File: config.mk
export PLATFORM = sky130hd
export DESIGN_NAME = iob_master
export DESIGN_NICKNAME = d
export VERILOG_FILES = /design/src/rtl/iob_master.sv
export SDC_FILE = /design/constraint.sdc
export NUM_CORES = 1
export LEC_CHECK = 0
export ABC_AREA = 0
export CAP_MARGIN = 20
export CORE_ASPECT_RATIO = 1.2
export CORE_MARGIN = 4
export CORE_UTILIZATION = 55
export DETAILED_ROUTE_END_ITERATION = 8
export DONT_BUFFER_PORTS = 1
export GPL_TIMING_DRIVEN = 0
export MAX_ROUTING_LAYER = met4
export PLACE_DENSITY = 0.78
export SLEW_MARGIN = 20
export SYNTH_ARGS = -nofsm -noshare
export SYNTH_HDL_FRONTEND = slang
export SYNTH_SLANG_ARGS = --single-unit
File: constraint.sdc
create_clock -name CLK -period 3.4 [get_ports CLK]
set_clock_uncertainty 0.15 [all_clocks]
set_input_delay 0.68 -clock CLK [delete_from_list [all_inputs] [get_ports CLK]]
set_output_delay 0.68 -clock CLK [all_outputs]
set_load 0.01 [all_outputs]
File: src/rtl/iob_master.sv
`default_nettype none
// ============================================================================
//  Module   : iob_master
//  Purpose  : Slow-side I/O bus master. Accepts a posted request from the
//             fast-side slave (IOREQ/IOACT/IOBERR) and runs it as a single
//             68000-style bus cycle, terminated either by DTACK or by a
//             6800-style VPA/VMA cycle aligned to a locally generated E clock.
//  Ports    : CLK, nRST                 - clock, sync active-low reset
//             IOREQ, IORW, IOL, IOU     - request and FIFO level-0 attributes
//             IOACT, IOBERR             - cycle busy / last-cycle error status
//             nASout, nLDSout, nUDSout  - address and data strobes
//             nDoutOE, RDLE             - write-data enable, read-data latch
//             Eout, nVMAout             - E clock, valid memory address
//             nDTACKin, nVPAin, nBERRin - bus cycle terminations
//  Revision : 1.0 - initial release
// ============================================================================
module iob_master #(
  parameter int TIMEOUT = 255,
  parameter int EDIV    = 10
) (
  input  logic CLK,
  input  logic nRST,
  input  logic IOREQ,
  input  logic IORW,
  input  logic IOL,
  input  logic IOU,
  output logic IOACT,
  output logic IOBERR,
  output logic nASout,
  output logic nLDSout,
  output logic nUDSout,
  output logic nDoutOE,
  output logic RDLE,
  output logic Eout,
  output logic nVMAout,
  input  logic nDTACKin,
  input  logic nVPAin,
  input  logic nBERRin
);

  localparam int EW = $clog2(EDIV);
  localparam int TW = $clog2(TIMEOUT + 1);
  localparam logic [EW-1:0] E_LAST = EW'(EDIV - 1);
  localparam logic [EW-1:0] E_HIGH = EW'(EDIV - 4);
  localparam logic [EW-1:0] E_VMA  = EW'(EDIV - 6);
  localparam logic [TW-1:0] T_LAST = TW'(TIMEOUT - 1);

  typedef enum logic [2:0] {
    S_IDLE = 3'd0,
    S_S2   = 3'd1,
    S_S4   = 3'd2,
    S_VW   = 3'd3,
    S_VMA  = 3'd4,
    S_S6   = 3'd5,
    S_END  = 3'd6
  } state_e;

  state_e          state_q, state_d;
  logic [EW-1:0]   ecnt_q, ecnt_d;
  logic [TW-1:0]   tcnt_q, tcnt_d;
  logic            eout_q, eout_d;
  logic            arm_q, arm_d;
  logic            err_q, err_d;
  logic            rw_q, rw_d;
  logic            l_q, l_d;
  logic            u_q, u_d;
  logic            dtack_q, vpa_q, berr_q;   // registered bus inputs, active-low
  logic            ioact_q, ioact_d;
  logic            ioberr_q, ioberr_d;
  logic            nas_q, nas_d;
  logic            nlds_q, nlds_d;
  logic            nuds_q, nuds_d;
  logic            ndoe_q, ndoe_d;
  logic            rdle_q, rdle_d;
  logic            nvma_q, nvma_d;

  always_ff @(posedge CLK) begin
    if (!nRST) begin
      state_q  <= S_IDLE;
      ecnt_q   <= '0;
      tcnt_q   <= '0;
      eout_q   <= 1'b0;
      arm_q    <= 1'b1;
      err_q    <= 1'b0;
      rw_q     <= 1'b1;
      l_q      <= 1'b0;
      u_q      <= 1'b0;
      dtack_q  <= 1'b1;
      vpa_q    <= 1'b1;
      berr_q   <= 1'b1;
      ioact_q  <= 1'b0;
      ioberr_q <= 1'b0;
      nas_q    <= 1'b1;
      nlds_q   <= 1'b1;
      nuds_q   <= 1'b1;
      ndoe_q   <= 1'b1;
      rdle_q   <= 1'b0;
      nvma_q   <= 1'b1;
    end else begin
      state_q  <= state_d;
      ecnt_q   <= ecnt_d;
      tcnt_q   <= tcnt_d;
      eout_q   <= eout_d;
      arm_q    <= arm_d;
      err_q    <= err_d;
      rw_q     <= rw_d;
      l_q      <= l_d;
      u_q      <= u_d;
      dtack_q  <= nDTACKin;
      vpa_q    <= nVPAin;
      berr_q   <= nBERRin;
      ioact_q  <= ioact_d;
      ioberr_q <= ioberr_d;
      nas_q    <= nas_d;
      nlds_q   <= nlds_d;
      nuds_q   <= nuds_d;
      ndoe_q   <= ndoe_d;
      rdle_q   <= rdle_d;
      nvma_q   <= nvma_d;
    end
  end

  always_comb begin
    state_d  = state_q;
    tcnt_d   = tcnt_q;
    arm_d    = arm_q;
    err_d    = err_q;
    rw_d     = rw_q;
    l_d      = l_q;
    u_d      = u_q;
    ioact_d  = ioact_q;
    ioberr_d = ioberr_q;
    nas_d    = nas_q;
    nlds_d   = nlds_q;
    nuds_d   = nuds_q;
    ndoe_d   = ndoe_q;
    nvma_d   = nvma_q;
    rdle_d   = 1'b0;

    // Free-running E clock; the output lags the counter by one edge.
    ecnt_d = (ecnt_q == E_LAST) ? '0 : ecnt_q + 1'b1;
    eout_d = (ecnt_q >= E_HIGH);

    // Re-arm only once the slave has dropped IOREQ, so a request left high
    // after completion is not run a second time.
    if (!IOREQ) arm_d = 1'b1;

    case (state_q)
      S_IDLE: begin
        if (IOREQ && arm_q) begin
          state_d  = S_S2;
          arm_d    = 1'b0;
          ioact_d  = 1'b1;
          ioberr_d = 1'b0;
          err_d    = 1'b0;
          ndoe_d   = IORW;
          rw_d     = IORW;
          l_d      = IOL;
          u_d      = IOU;
        end
      end
      S_S2: begin
        nas_d = 1'b0;
        if (rw_q) begin
          nlds_d = ~l_q;
          nuds_d = ~u_q;
        end
        tcnt_d  = '0;
        state_d = S_S4;
      end
      S_S4: begin
        // Write strobes come one state later than reads so data is valid.
        if (!rw_q) begin
          nlds_d = ~l_q;
          nuds_d = ~u_q;
        end
        if (!berr_q) begin
          err_d   = 1'b1;
          state_d = S_END;
        end else if (!dtack_q) begin
          state_d = S_S6;
        end else if (!vpa_q) begin
          state_d = S_VW;
        end else if (tcnt_q == T_LAST) begin
          err_d   = 1'b1;
          state_d = S_END;
        end else begin
          tcnt_d = tcnt_q + 1'b1;
        end
      end
      S_VW: begin
        if (!berr_q) begin
          err_d   = 1'b1;
          state_d = S_END;
        end else if (ecnt_q == E_VMA) begin
          nvma_d  = 1'b0;
          state_d = S_VMA;
        end
      end
      S_VMA: begin
        if (ecnt_q == E_LAST) begin
          rdle_d  = rw_q;
          state_d = S_END;
        end
      end
      S_S6: begin
        rdle_d  = rw_q;
        state_d = S_END;
      end
      S_END: begin
        nas_d    = 1'b1;
        nlds_d   = 1'b1;
        nuds_d   = 1'b1;
        nvma_d   = 1'b1;
        ndoe_d   = 1'b1;
        ioact_d  = 1'b0;
        ioberr_d = err_q;
        state_d  = S_IDLE;
      end
      default: state_d = S_IDLE;
    endcase
  end

  assign IOACT   = ioact_q;
  assign IOBERR  = ioberr_q;
  assign nASout  = nas_q;
  assign nLDSout = nlds_q;
  assign nUDSout = nuds_q;
  assign nDoutOE = ndoe_q;
  assign RDLE    = rdle_q;
  assign Eout    = eout_q;
  assign nVMAout = nvma_q;

endmodule
`default_nettype wire

After elaboration in Yosys (flattened, before gate mapping)

Index checks and enable logic that the tools add are counted.
W data, S select, Z words.

Register bits after elaboration: 32
Bits of input ports: 9
Output and inout bits: 9

$add $sub $neg: 2
$lt $le $gt $ge: 1
Equal/unequal tests: 25
Mux-type cells: 41
Bitwise gates (word level): 3
Reduce and logical (&&, ||, !) cells: 16

Operators with widths:

| kind                  | count |
|---|---|
| $mux W8               | 4 |
| $mux W3               | 8 |
| $ne A2 B2 Y1 const B  | 11 |
| $mux W1               | 18 |
| $pmux W3 S6           | 1 |
| $pmux W8 S2           | 1 |
| $ne A3 B3 Y1 const B  | 4 |
| $pmux W1 S2           | 6 |
| $eq A3 B3 Y1 const B  | 3 |
| $pmux W1 S3           | 3 |
| $add A8 B1 Y8 const B | 1 |
| $eq A8 B8 Y1 const B  | 1 |
| $reduce_bool A2 Y1    | 4 |
| $eq A3 B2 Y1 const B  | 2 |
| $reduce_and A3 Y1     | 2 |
| $reduce_and A6 Y1     | 1 |
| $reduce_bool A3 Y1    | 2 |
| $ne A5 B5 Y1 const B  | 1 |
| $reduce_and A5 Y1     | 1 |
| $add A4 B1 Y4 const B | 1 |
| $eq A4 B3 Y1 const B  | 1 |
| $eq A4 B4 Y1 const B  | 1 |
| $ge A4 B3 Y1 const B  | 1 |
| $reduce_and A2 Y1     | 2 |
| 6 further kinds       | 8 |

Logic depth before layout (Yosys ltp)

Word-level depth: 6
Depth in mapped cells: 7
Mapped depth without buffers: 6

Least setup slack after synthesis

Ideal clock, no wire load.

Kind: reg-to-reg
From: register tcnt_q[0]
To: register tcnt_q[2]
Data arrival time: 1.518 ns
Path slack: 1.673 ns
Stages on the path, launching flop included: 8
Cell sequence: dfxtp_1 inv_1 ha_1 nand4_1 o211ai_1 buf_2 a2111o_1 nand2_1

Longest elaborated chain between the ends: 6
Elaborated cells between the ends (all ways): 9

RTL lines:

| what                   | RTL line | source |
|---|---|---|
| start, declared        | 60       | `logic [TW-1:0] tcnt_q, tcnt_d;` |
| start signal, assigned | 102      | `tcnt_q <= tcnt_d;` |
| $add A8 B1 Y8          | 188      | `tcnt_d = tcnt_q + 1'b1;` |
| $mux W8                | 184      | `end else if (tcnt_q == T_LAST) begin` |
| $mux W8                | 182      | `end else if (!vpa_q) begin` |
| $mux W8                | 180      | `end else if (!dtack_q) begin` |
| $mux W8                | 177      | `if (!berr_q) begin` |
| $pmux W8 S2            | 148      | `case (state_q)` |

Parallel ways exist; a longest one is shown, timed or not. The select of a mux whose other input is x is not followed.
A chain may end at the register's enable or synchronous reset.

Worst setup path after layout

From: register tcnt_q[1]
To: register err_q

Longest elaborated chain between the ends: 3

RTL lines:

| what                        | RTL line | source |
|---|---|---|
| $eq A8 B8 Y1                | 184      |  |
| $ne A3 B3 Y1 (no line)      | --       |  |
| $reduce_and A6 Y1 (no line) | --       |  |
| end signal, assigned        | 105      | `err_q <= err_d;` |
| end, declared               | 63       | `logic err_q, err_d;` |

No other way between the ends.

==> qor.yml <==
routing:
  post_drt_wl_per_cell_um: 14.68
  finalWirelength_um: 3170
  drt_iter0_drc: 35
  vias: 1267
  drtPass1Iterations: 4
  drt-vias-per-instance: 5.866
  ant_nets: 0
  drt_drc_violations_left: 0
clock_network:
  cts_buffer_depth: 2
  cts_setup_buffers: 0
  cts_resized: 0
  cts.sinks: 32
  h-tree-depth: 2
  clkLatencyLatePin_ns: 0.34
  tritoncts.num_buffers: 5
  cts_tree: "done"
  cts_root_buffer: "clkbuf_4"
  clk_pin_slew_ns: 0.10
  cts_hold_buf: 0
layout:
  antenna_cells: 0
  layoutNonFillerInstCount: 216
  seqCellArea_um2: 640.6
  drive_gt1_frac: 0.08197
  top_regs: "tcnt_q (8), ecnt_q (4), state_q (3)"
  area_delta_synth_final_pct: 6.800
  n_fill_cell: 251
  largest_register_ffs: 8
  multiInputGateArea_um2: 783.3
  regMostFlops: "tcnt_q"
  nNetsFinal: 197
global_routing:
  antenna_found_initial: 0
  grt_pass1_wl_um: 5602
  grt_overflow: 0
  grt_usage: 0.2009
  grt_max_degree: 11
  grt_pass1_vias: 1357
floorplanning:
  coreArea_um2: 2577
  dieArea_um2: 3649
  rows: 20
  die_x_um: 55.82
  die_h_um: 65.38
  ios: 18
  start_util: 0.5854
timing:
  fin_crit_ns: 1.941
  maxSlewHeadroom: 0.6496
  timing.fmax_mhz: 515.3
  rsz0062_at_grt: "false"
  tightest_slew_ns: 0.5191
  hold_viol: 0
  setup-violations-final: 0
  fin_tns_setup_ns: 0
  drv_slew: 0
  fin_crit_sh: 0.5708
power_and_ir_drop:
  power.density_nw_per_um2: 625.3
  vdd_drop_max_mv: 0.3741
  cellLeakagePower_nw: 0.6375
yosys:
  yosys.area.top_type: "dfxtp_1"
  synth_edf_count: 0
  synth-seq-area-share: 0.4245
  synthesis.nets: 190
  syn_area_um2: 1509
  ys_async_sr_fraction: 0
  avgSynthCellArea_um2: 8.623
  yosysWarnings: 0
  synth_area_leaders: "dfxtp_1, a21oi_1, ha_1"
  syn_inst: 175
  ys_ff_latch: 32
  synth_cell_types: 37
  yosysTopAreaCellShare: 0.4245
  synth-main-ff-cell: "dfxtp_1"
critical_path:
  crit_arrival_ns: 2.03
  worstSetupEndpointType: "flop"
  crit_path_start_kind: "flop"
  crit_path_max_fanout: 6
  required_ns: 3.49
  path_class: "flop to flop"
run_status:
  outcome: "completed"
placed_design:
  port_buffers: 0
  globalplace.congestion: 0.8371
  dp_cells: 208
  hpwl_um: 2377
worst_hold_path:
  hp-class: "primary input to flop"
run:
  maxCapViolations: 0
path summary, 6_finish.rpt:
kind              slack [ns]              startpoint              endpoint  cells after the start
hold / removal          0.29                 nBERRin     berr_q$_SDFF_PN1_                      1
setup / recovery        1.46  tcnt_q[1]$_SDFFE_PN0P_    err_q$_SDFFE_PN0P_                      5
setup reg to reg        1.46  tcnt_q[1]$_SDFFE_PN0P_    err_q$_SDFFE_PN0P_                      5
hold reg to reg         0.34    ecnt_q[0]$_SDFF_PP0_  ecnt_q[0]$_SDFF_PP0_                      1
final cells by class:
| type | count | share of cell area |
|---|---|---|
| Multi-Input combinational cell | 122 | 0.4860 |
| Sequential cell | 32 | 0.3975 |
| Clock buffer | 6 | 0.03183 |
| Inverter | 13 | 0.03028 |
| Tap cell | 33 | 0.02562 |
| Buffer | 8 | 0.02252 |
| Clock inverter | 2 | 0.006211 |
stage by stage:
stage	util	hold slack (ns)	area (um2)	total power, mW	setup slack (ns)
4_1_cts	0.6252	0.2827	1612	1.013	1.474
3_5_place_dp	0.6015	0.3242	1550	0.7828	1.492
5_1_grt	0.6252	0.2701	1612	1.071	1.324
3_3_place_gp	0.6015	0.3145	1550	0.7681	1.524
2_1_floorplan	-	0.2926	1509	0.7161	1.673
6_report	0.6252	0.2923	1612	1.008	1.459
layout by cell type (no fill, tap or decap), types with 3 or more instances in the layout:
master,Yosys,routed
a211o_1,3,3
a21oi_1,17,17
and3_1,5,5
buf_2,5,5
clkbuf_1,3,3
clkbuf_4,0,5
dfxtp_1,32,32
ha_1,6,6
inv_1,13,13
mux2i_1,4,4
nand2_1,17,17
nand2b_1,7,7
nand3_1,12,12
nor2_1,8,8
o211ai_1,3,3
o21ai_0,7,7
or3_1,3,3
logic make-up (layout without fill, tap and decap cells):
logic type	Yosys count	after routing	share of synthesized area
simple gates	66	66	0.2405
buf+inv	21	29	0.05638
fa+ha+maj	6	6	0.04975
flops	32	32	0.4245
mux	4	4	0.02654
xor+xnor	2	2	0.01161
compound gates	44	44	0.1907
report_power, final:
part           total (mW)  switching, mW  internal [mW]
clock               0.230          0.132         0.0982
combinational       0.303          0.179          0.124
sequential          0.475         0.0527          0.422
layer usage:
metal  share of wire  GRT usage  wire [um]
met1            0.42     0.1932       1335
met3           0.051    0.07073        161
met2            0.51     0.3536       1611
met5               0          -          0
met4           0.020     0.1098         62
worst max-delay path: stages (launching register included):
cell	delay [ns]
dfxtp_1	0.44
ha_1	0.19
nand4_1	0.16
o311ai_0	0.54
a21oi_1	0.13
a41o_1	0.22
Yosys cell counts, drive strengths merged (4+ instances only):
cell,n
inv,13
nand2b,7
and3,5
ha,6
nand2,17
o21ai,7
buf,5
a21oi,17
mux2i,4
nand3,12
dfxtp,32
nor2,8
Power figures use the tool's default switching activity.
